$ cat config.mk
export PLATFORM = sky130hd
export DESIGN_NAME = fifo_sync
export DESIGN_NICKNAME = d
export VERILOG_FILES = /design/src/rtl/fifo_sync_pkg.sv /design/src/rtl/fifo_sync.sv
export SDC_FILE = /design/constraint.sdc
export NUM_CORES = 1
export LEC_CHECK = 0
export CORE_ASPECT_RATIO = 0.8
export CORE_MARGIN = 3
export CORE_UTILIZATION = 31
export DETAILED_ROUTE_END_ITERATION = 10
export PLACE_DENSITY = 0.48
export SYNTH_ARGS = -nofsm -noshare
export SYNTH_HDL_FRONTEND = slang
export SYNTH_SLANG_ARGS = --single-unit
$ cat constraint.sdc
create_clock -name clk -period 6.8 [get_ports clk]
set_clock_uncertainty 0.1 [all_clocks]
set_input_delay 2.04 -clock clk [delete_from_list [all_inputs] [get_ports clk]]
set_output_delay 2.04 -clock clk [all_outputs]
set_load 0.02 [all_outputs]
$ cat src/rtl/fifo_sync_pkg.sv
`default_nettype none
// ============================================================================
// Module      : fifo_sync_pkg
// Description : Shared types and default sizing for the synchronous FWFT FIFO.
//               fifo_op_e names the combination of effective read/write
//               happening at a clock edge: {write, read}.
// Revision    : 1.0 - initial release
// ============================================================================
package fifo_sync_pkg;

  localparam int DEFAULT_BIT_WIDTH  = 16;
  localparam int DEFAULT_FIFO_DEPTH = 8;

  // Bit 1 = effective write, bit 0 = effective read.
  typedef enum logic [1:0] {
    OP_IDLE  = 2'b00,
    OP_READ  = 2'b01,
    OP_WRITE = 2'b10,
    OP_BOTH  = 2'b11
  } fifo_op_e;

endpackage : fifo_sync_pkg
`default_nettype wire

$ cat src/rtl/fifo_sync.sv
`default_nettype none
// ============================================================================
// Module      : fifo_sync
// Description : Single-clock first-word-fall-through FIFO with registered
//               empty/full flags and combinational look-ahead (_next) flags.
// Ports       : clk             - system clock, rising edge
//               rst             - asynchronous active-high reset
//               read_en         - pop head entry at this edge
//               read_data       - current head entry (no read latency)
//               write_en        - push write_data at this edge
//               write_data      - data to push
//               fifo_empty      - registered empty flag
//               fifo_full       - registered full flag
//               fifo_empty_next - value fifo_empty takes after this edge
//               fifo_full_next  - value fifo_full takes after this edge
// Revision    : 1.0 - initial release
// ============================================================================
module fifo_sync
  import fifo_sync_pkg::*;
#(
  parameter int BIT_WIDTH  = DEFAULT_BIT_WIDTH,
  parameter int FIFO_DEPTH = DEFAULT_FIFO_DEPTH
) (
  input  logic                 clk,
  input  logic                 rst,
  input  logic                 read_en,
  output logic [BIT_WIDTH-1:0] read_data,
  input  logic                 write_en,
  input  logic [BIT_WIDTH-1:0] write_data,
  output logic                 fifo_empty,
  output logic                 fifo_full,
  output logic                 fifo_empty_next,
  output logic                 fifo_full_next
);

  localparam int ADDR_W = $clog2(FIFO_DEPTH);
  localparam int PTR_W  = ADDR_W + 1;   // MSB is the wrap bit

  logic [BIT_WIDTH-1:0] mem [FIFO_DEPTH];
  logic [PTR_W-1:0]     rd_ptr;
  logic [PTR_W-1:0]     wr_ptr;
  logic [PTR_W-1:0]     rd_ptr_next;
  logic [PTR_W-1:0]     wr_ptr_next;
  logic                 do_read;
  logic                 do_write;
  fifo_op_e             op;

  // A write at full is accepted only when a read frees a slot in the same
  // edge; full implies non-empty, so that read is always effective.
  assign do_read  = read_en & ~fifo_empty;
  assign do_write = write_en & (~fifo_full | read_en);
  assign op       = fifo_op_e'({do_write, do_read});

  always_comb begin
    rd_ptr_next = rd_ptr;
    wr_ptr_next = wr_ptr;
    case (op)
      OP_READ:  rd_ptr_next = rd_ptr + PTR_W'(1);
      OP_WRITE: wr_ptr_next = wr_ptr + PTR_W'(1);
      OP_BOTH: begin
        rd_ptr_next = rd_ptr + PTR_W'(1);
        wr_ptr_next = wr_ptr + PTR_W'(1);
      end
      default: ;
    endcase
  end

  // Equal pointers = empty; same index but opposite wrap bit = full.
  assign fifo_empty_next = (rd_ptr_next == wr_ptr_next);
  assign fifo_full_next  = (rd_ptr_next[ADDR_W-1:0] == wr_ptr_next[ADDR_W-1:0]) &&
                           (rd_ptr_next[ADDR_W] != wr_ptr_next[ADDR_W]);

  assign read_data = mem[rd_ptr[ADDR_W-1:0]];

  always_ff @(posedge clk or posedge rst) begin
    if (rst) begin
      rd_ptr     <= '0;
      wr_ptr     <= '0;
      fifo_empty <= 1'b1;
      fifo_full  <= 1'b0;
    end else begin
      rd_ptr     <= rd_ptr_next;
      wr_ptr     <= wr_ptr_next;
      fifo_empty <= fifo_empty_next;
      fifo_full  <= fifo_full_next;
    end
  end

  // Storage is cleared on reset so the head reads as zero afterwards.
  always_ff @(posedge clk or posedge rst) begin
    if (rst) begin
      for (int i = 0; i < FIFO_DEPTH; i++) begin
        mem[i] <= '0;
      end
    end else if (do_write) begin
      mem[wr_ptr[ADDR_W-1:0]] <= write_data;
    end
  end

endmodule : fifo_sync
`default_nettype wire

; ---- Yosys cells after proc, flatten, opt, wreduce, memory -nomap -nowiden
; Cells that the tools add are included.
; W data, S select, Z words.
[op_classes]
addsub = 2
magnitude_cmp = 3
n_eq_ne = 6
n_mux = 8
bitwise = 7
n_reduce_logical = 4
[op_table]
columns = op, count
row1 = $bwmux W128, 1
row2 = $bmux W16 S3, 1
row3 = $demux W16 S3, 1
row4 = $mux W16, 3
row5 = $add A4 B1 Y4 const B, 2
row6 = $ge A4 B4 Y1 const B, 2
row7 = $mux W4, 2
row8 = $not A3 Y4, 2
row9 = $eq A2 B2 Y1 const B, 2
row10 = $eq A4 B4 Y1, 1
row11 = $lt A4 B1 Y1 const B, 1
row12 = $reduce_or A2 Y1, 2
row13 = $eq A3 B3 Y1, 1
row14 = $and A1 B1 Y1, 2
row15 = $eq A2 B1 Y1 const B, 1
row16 = $logic_and A1 B1 Y1, 2
row17 = $not A1 Y1, 2
row18 = $ne A1 B1 Y1, 1
row19 = $or A1 B1 Y1, 1
[totals]
regBits = 138
input_bits = 20
output_inout_bits = 20
wordCells = 42

; ---- Logic depth before layout (Yosys ltp)
; Gate-level depths: netlist of run 1.
[depth]
ltp_word = 8
ltp_mapped = 6
mapped_depth_nobuf = 5

; ---- Least setup slack after synthesis of run 1
; Ideal clock, no wire load.
[synth_path]
path_type = input to output
start = in read_en
end = out fifo_full_next
arrival_ns = 3.791
required_ns = 4.660
setup_slack_ns = 0.869
path_stages = 5
n_path_buf = 0
path_cell_list = or2b_2 -> nand2_1 -> mux2_2 -> xor2_1 -> nor4_1
[synth_via]
elab_chain_cells = 7
elab_cells_between_ends = 13
cone_classes = eq/ne: 5 / mux: 2 / bitwise: 3 / reduce/logical: 3
[synth_lines]
columns = item, line
row1 = start: declaration, fifo_sync.sv:26  ; input logic read_en,
row2 = $or A1 B1 Y1, fifo_sync.sv:51  ; assign do_write = write_en & (~fifo_full | read_en);
row3 = $and A1 B1 Y1, fifo_sync.sv:51
row4 = $eq A2 B2 Y1, fifo_sync.sv:57  ; case (op)
row5 = $reduce_or A2 Y1 (no line) (*), n/a
row6 = $mux W4 (*), n/a
row7 = named net wr_ptr_next[1], fifo_sync.sv:43  ; logic [PTR_W-1:0] wr_ptr_next;
row8 = $eq A3 B3 Y1 (*), fifo_sync.sv:70  ; assign fifo_full_next = (rd_ptr_next[ADDR_W-1:0] == wr_ptr_next[ADDR_W-1:0]) &&
row9 = $logic_and A1 B1 Y1 (*), fifo_sync.sv:70
row10 = end: declaration, fifo_sync.sv:33  ; output logic fifo_full_next
; Mark *: on every way through the listed nets, which the timed path passes. The rest lies on a longest branch.

; ---- Worst setup path in the final report of run 1
; Ends and elaborated chain as after synthesis.

==> flow_summary.yaml, run 1 <==
floorplan:
  die-area_um2: 21890
  io_pins: 40
  start_util_pct: 32.24
  row_count: 45
  die_h_um: 132.9
  core_area_um2: 19370
  die_x_um: 164.7
power_and_ir_drop:
  p_switching_uw: 1333
  power_leakage_uw: 0.003069
  power.share.clock_pct: 22.1
  pwr-share-seq_pct: 35.1
  powerDensity_nw_per_um2: 553.8
  combPwrFrac_pct: 42.8
  p_sw_share_pct: 32.02
  peakVddDrop_uv: 216.1
  cellInternalPower_uw: 2830
  p_total_uw: 4163
timing:
  setup_tns_ns: 0
  rsz0062_at_grt: "no"
  fin_crit_sh_pct: 97.30
  max_freq_mhz: 151.1
  hold_viol_final: 0
  hold_ws_ns: 0.3993
  period_needed_ns: 6.617
  tightest_slew_ns: 1.199
  maxSlewViolCount: 0
  slew_headroom_pct: 19.79
  finalSetupViolCount: 0
cts:
  clockBufferDepth: 2
  cts_resized: 0
  numCtsBuffers: 17
  cts_tree: "built"
  cts_setup_buffers: 0
  ctsHoldBuffers: 0
  cts_max_level: 4
  cts_sinks: 138
  insertion_delay_ns: 0.41
  ctsRootBufferMaster: "clkbuf_16"
  clkTransAtPathRegs_ns: 0.05
global_routing:
  grt_max_degree: 84
  grt_usage_pct: 13.27
  grt_pass1_wl_um: 21650
  antenna_found_initial: 0
  grt_pass1_vias: 3737
  grt_overflow: 0
critical_path:
  cp_cell_sequence: "clkdlybuf4s50_1 > or2b_2 > nand2_1 > mux2_2 > xor2_1 > nor4_1 > clkdlybuf4s50_1"
  critical-path-slowest-cell: "clkdlybuf4s50_1"
  crit_type: "in -> out"
  path_max_fanout: 4
  cp.arrival_ns: 4.48
  cp-start-kind: "input port"
  cp-end-kind: "output port"
  required_ns: 4.66
  critPathMostFrequentCell: "clkdlybuf4s50_1"
  slowest_delay_ns: 0.68
logic_synthesis:
  synthAdderAreaFrac_pct: 0.4008
  synth_compound_gate_area_share_pct: 0
  yosysWarningCount: 0
  syn-cell-area_um2: 6243
  synth_top_area_share_pct: 54.91
  synth_fp_nets: 394
  synth.mux.area_fraction_pct: 37.88
  synth_most_common_cell: "mux2_2"
  yosysTopAreaCell: "dfrtp_1"
  ys_dominant_reg_cell: "dfrtp_1"
  avgSynthCellArea_um2: 16.78
  yosys-top-cells-area: "dfrtp_1 (55%), mux2_2 (26%), mux4_2 (12%), buf_4 (0.84%), buf_2 (0.72%)"
  synth_top_family_by_area: "multiplexers"
  ys_ff_latch: 138
  synth_xor_area_share_pct: 1.403
  synth_cells: 372
  synth_edf_count: 0
  synth-simple-area-share_pct: 2.725
  synthTopCellsByCount: "mux2_2 (146), dfrtp_1 (137), mux4_2 (32), buf_2 (9), buf_4 (7)"
  synth_cell_types: 26
  async_flop_share_pct: 100.0
  ys_seq_area_share_pct: 55.33
job:
  cap_viol_max_count: 0
min_path:
  hp-class: "reg -> reg"
final_layout:
  drive_gt1_share_pct: 54.27
  area_delta_synth_final_pct: 20.40
  fin_util_pct: 38.81
  antenna_cells: 0
  layout.nets: 442
route:
  via_per_inst: 4.877
  first_pass_iters: 4
  via_count: 3370
  drtIter0Drc: 123
  ant_nets: 0
  wl_um: 13590
  wl_per_cell_um: 19.66
  drc: 0
place:
  gp_congestion: 0.7109
  port_buffers: 39
  hpwlAfterDp_um: 8031
run_status:
  status: "completed"
-- per-layer routing --
metal	GRT usage, %	wire length [um]	vias to the layer above
li1	-	-	1491
met1	18.55	6821	1836
met2	20.18	6331	35
met3	3.944	316	8
met4	3.493	116	0
met5	0	0	-
-- logic make-up after synthesis --
logic type | count (synthesis)
adder cells (fa/ha/maj) | 2
buffers and inverters | 23
XOR/XNOR | 10
multiplexers | 178
AND/OR/NAND/NOR | 21
flip-flops | 138
-- worst max-delay path: cells and delay by family --
family	cells	cell delay, ns
xor gates and xnor gates	1	0.17
buffers and inverters	2	1.09
muxes	1	0.36
and+or+nand+nor	3	0.80
-- worst paths after layout --
path | start | end | slack, ns | cells after the start
worst max register to register | fifo_full$_DFF_PP0_ | mem[93]$_DFFE_PP0P_ | 4.36 | 6
min in group asynchronous | rst | mem[123]$_DFFE_PP0P_ | 2.13 | 2
worst min register to register | mem[112]$_DFFE_PP0P_ | mem[112]$_DFFE_PP0P_ | 0.40 | 1
worst max-delay path | read_en | fifo_full_next | 0.18 | 7
worst min-delay path | mem[112]$_DFFE_PP0P_ | mem[112]$_DFFE_PP0P_ | 0.40 | 1
max in group asynchronous | rst | mem[51]$_DFFE_PP0P_ | 3.41 | 3
-- cell type report --
class                      count  area, um2
fill                        1812      11850
multi-input combinational    211       2669
sequential                   138       3457
inverter                       3      13.76
clock buffer                  18      429.2
timing repair buffer          49      465.4
tap                          258      322.8
clock inverter                14      160.2
-- sequential cells by signal, summed over array words and instances (netlist names) --
name / count
rd_ptr: 4
fifo_empty: 1
wr_ptr: 4
mem: 128
fifo_full: 1
-- stage by stage --
step / cells / worst slack, ns / area (um2)
6_report: 691 / 0.1834 / 7517
5_1_grt: 691 / 0.007693 / 7517
4_1_cts: 691 / 0.1748 / 7515
3_5_place_dp: 659 / 0.1852 / 6925
3_3_place_gp: 659 / 0.1893 / 6925
2_1_floorplan: 372 / 0.8695 / 6243
-- power groups by stage --
stage	clock [uW]	combinational, uW	sequential, uW
floorplan	0	1350	1380
global placement	0	1790	1460
detailed placement	0	1820	1470
CTS	950	1820	1460
global route	983	1920	1520
finish	920	1780	1460
-- cells in the final DEF (no fill, tap or decap), drive strengths merged --
cell | Yosys | final
clkinv | 0 | 4
xor2 | 5 | 5
nor4 | 1 | 1
nor4b | 1 | 1
nand2 | 5 | 5
inv | 3 | 9
dfrtp | 137 | 137
ha | 2 | 2
clkdlybuf4s50 | 0 | 39
clkinvlp | 0 | 2
nand4 | 1 | 1
buf | 17 | 10
mux4 | 32 | 32
or2b | 1 | 1
nor3 | 2 | 2
bufinv | 0 | 2
clkbuf | 3 | 18
nand3 | 2 | 2
mux2 | 146 | 146
nor3b | 3 | 3
nand3b | 2 | 2
dfstp | 1 | 1
nor2 | 2 | 2
xnor2 | 5 | 5
nor2b | 1 | 1
Power figures use the tool's default switching activity.
==> run 2: changes to the inputs <==
--- a/config.mk
+++ b/config.mk
@@ -9,6 +9,7 @@
 export CORE_MARGIN = 3
 export CORE_UTILIZATION = 31
 export DETAILED_ROUTE_END_ITERATION = 10
+export MAX_ROUTING_LAYER = met4
 export PLACE_DENSITY = 0.48
 export SYNTH_ARGS = -nofsm -noshare
 export SYNTH_HDL_FRONTEND = slang
==> run 2 against run 1 <==
  * Design area unchanged
  * Final cell count is the same
  * Register-to-register slack hardly changed
  * First-iteration DRC count decreased by 2.4%
  * Count of clock-buffer cells in the layout unchanged
  * Setup slack hardly changed
  * Highest routed layer unchanged
==> flow_summary.yaml, run 2 (synthesized netlist as in run 1, its figures left out) <==
global_routing:
  grt_overflow: 0
  grt_usage_pct: 13.67
  grt_max_degree: 84
  grt_pass1_wl_um: 21640
  grt_util_met3_pct: 3.818
  top_usage_layer: "met2"
  use_met1_pct: 18.67
  grt.met2_usage_pct: 20.16
  grt_pass1_vias: 3737
  antenna_found_initial: 0
final_layout:
  final_common_cell: "mux2_2"
  area_delta_synth_final_pct: 20.40
  finalNonFillerCells: 691
  reg_top3: "mem (128), rd_ptr (4), wr_ptr (4)"
  layout_common_cells: "mux2_2 (146), dfrtp_1 (135), clkdlybuf4s50_1 (39)"
  regMostFlops: "mem"
  drive_gt1_share_pct: 54.27
  antenna_cells: 0
  fin_area_um2: 7517
  largest_reg_flops: 128
  layout.nets: 442
timing:
  fin_crit_sh_pct: 97.30
  slew_headroom_pct: 19.85
  max_freq_mhz: 151.1
  finalSetupViolCount: 0
  tightest_slew_ns: 1.198
  maxSlewViolCount: 0
  setup_tns_ns: 0
  period_needed_ns: 6.617
  hold_viol_final: 0
  rsz0062_at_grt: "no"
  hold_ws_ns: 0.3994
run_status:
  status: "completed"
critical_path:
  cp-end-kind: "output port"
  r2r_start: "fifo_full$_DFF_PP0_"
  crit_cells: 7
  cp-start-kind: "input port"
  cp_cell_sequence: "clkdlybuf4s50_1 > or2b_2 > nand2_1 > mux2_2 > xor2_1 > nor4_1 > clkdlybuf4s50_1"
  path_buf_inv: 2
  cpLargestDelayFamily: "buffers and inverters"
  crit_type: "in -> out"
  required_ns: 4.66
  critical-path-slowest-cell: "clkdlybuf4s50_1"
  r2r_setup_slack_ns: 4.36
  path_max_fanout: 4
  slowest_delay_ns: 0.68
  cp.arrival_ns: 4.48
  timing.rr.end: "mem[80]$_DFFE_PP0P_"
  critPathMostFrequentCell: "clkdlybuf4s50_1"
  reg2reg_depth: 6
floorplan:
  die_x_um: 164.7
  core_area_um2: 19370
  row_count: 45
  die_h_um: 132.9
  die-area_um2: 21890
  start_util_pct: 32.24
  io_pins: 40
route:
  drtIter0Drc: 120
  wl_um: 13590
  via_per_inst: 4.871
  ant_nets: 0
  drc: 0
  first_pass_iters: 4
  via_count: 3366
  wl_per_cell_um: 19.67
cts:
  ctsRootBufferMaster: "clkbuf_16"
  cts_tree: "built"
  clkTransAtPathRegs_ns: 0.06
  cts_setup_buffers: 0
  cts_max_level: 4
  clockBufferDepth: 2
  numCtsBuffers: 17
  insertion_delay_ns: 0.41
  cts_sinks: 138
min_path:
  hold_end: "mem[86]$_DFFE_PP0P_"
  hold_path_depth: 1
  hp-class: "reg -> reg"
  worstHoldStart: "mem[86]$_DFFE_PP0P_"
power_and_ir_drop:
  power_leakage_uw: 0.003069
  powerDensity_nw_per_um2: 553.8
  peakVddDrop_uv: 216.9
job:
  cap_viol_max_count: 0
place:
  gp_congestion: 0.7190
  port_buffers: 39
  dpl_cell_area_um2: 6925
  hpwlAfterDp_um: 8031
  dp.cells: 659
[run 2: cell counts in the layout (fill, tap and decap cells not counted)]
Identical to the previous run, type by type.
[run 2: power by group]
part	internal, uW	switching, uW	total [uW]
Clock	549	372	921
Sequential	1240	222	1460
Combinational	1040	738	1780
Total	2830	1330	4160
[run 2: final cells by class]
| type | instances | area, um2 |
|---|---|---|
| tap | 258 | 322.8 |
| timing repair buffer | 49 | 465.4 |
| fill | 1812 | 11850 |
| sequential | 138 | 3457 |
| clock buffer | 18 | 429.2 |
| multi-input combinational | 211 | 2669 |
| inverter | 3 | 13.76 |
| clock inverter | 14 | 160.2 |
[run 2: how the worst max path moves through the flow]
stage / from / endpoint / slack, ns
3_3_place_gp: read_en / fifo_full_next / 0.19
4_1_cts: read_en / fifo_full_next / 0.17
5_1_grt: read_en / fifo_full_next / 0.008
2_1_floorplan: read_en / fifo_full_next / 0.87
6_report: read_en / fifo_full_next / 0.18
3_5_place_dp: read_en / fifo_full_next / 0.19
[run 2: per-layer routing]
metal / up-vias / wire (um)
met5: - / 0
met4: 0 / 151
met3: 13 / 419
met2: 46 / 6279
met1: 1818 / 6738
li1: 1489 / -
[run 2: stage by stage]
| stage | utilization, % | setup slack, ns | power (uW) |
|---|---|---|---|
| after floorplan | - | 0.8695 | 2726 |
| after global placement | 35.76 | 0.1893 | 3250 |
| after detailed placement | 35.76 | 0.1852 | 3288 |
| after CTS | 38.80 | 0.1748 | 4233 |
| after global routing | 38.81 | 0.007693 | 4417 |
| final | 38.81 | 0.1834 | 4163 |
[run 2: what timing repair did]
| action | CTS | global route |
|---|---|---|
| endpoints found under the setup margin | 0 | 1 |
| hold endpoints to repair | 0 | 0 |
| resized for setup | 0 | 1 |
| hold buffers | 0 | 0 |
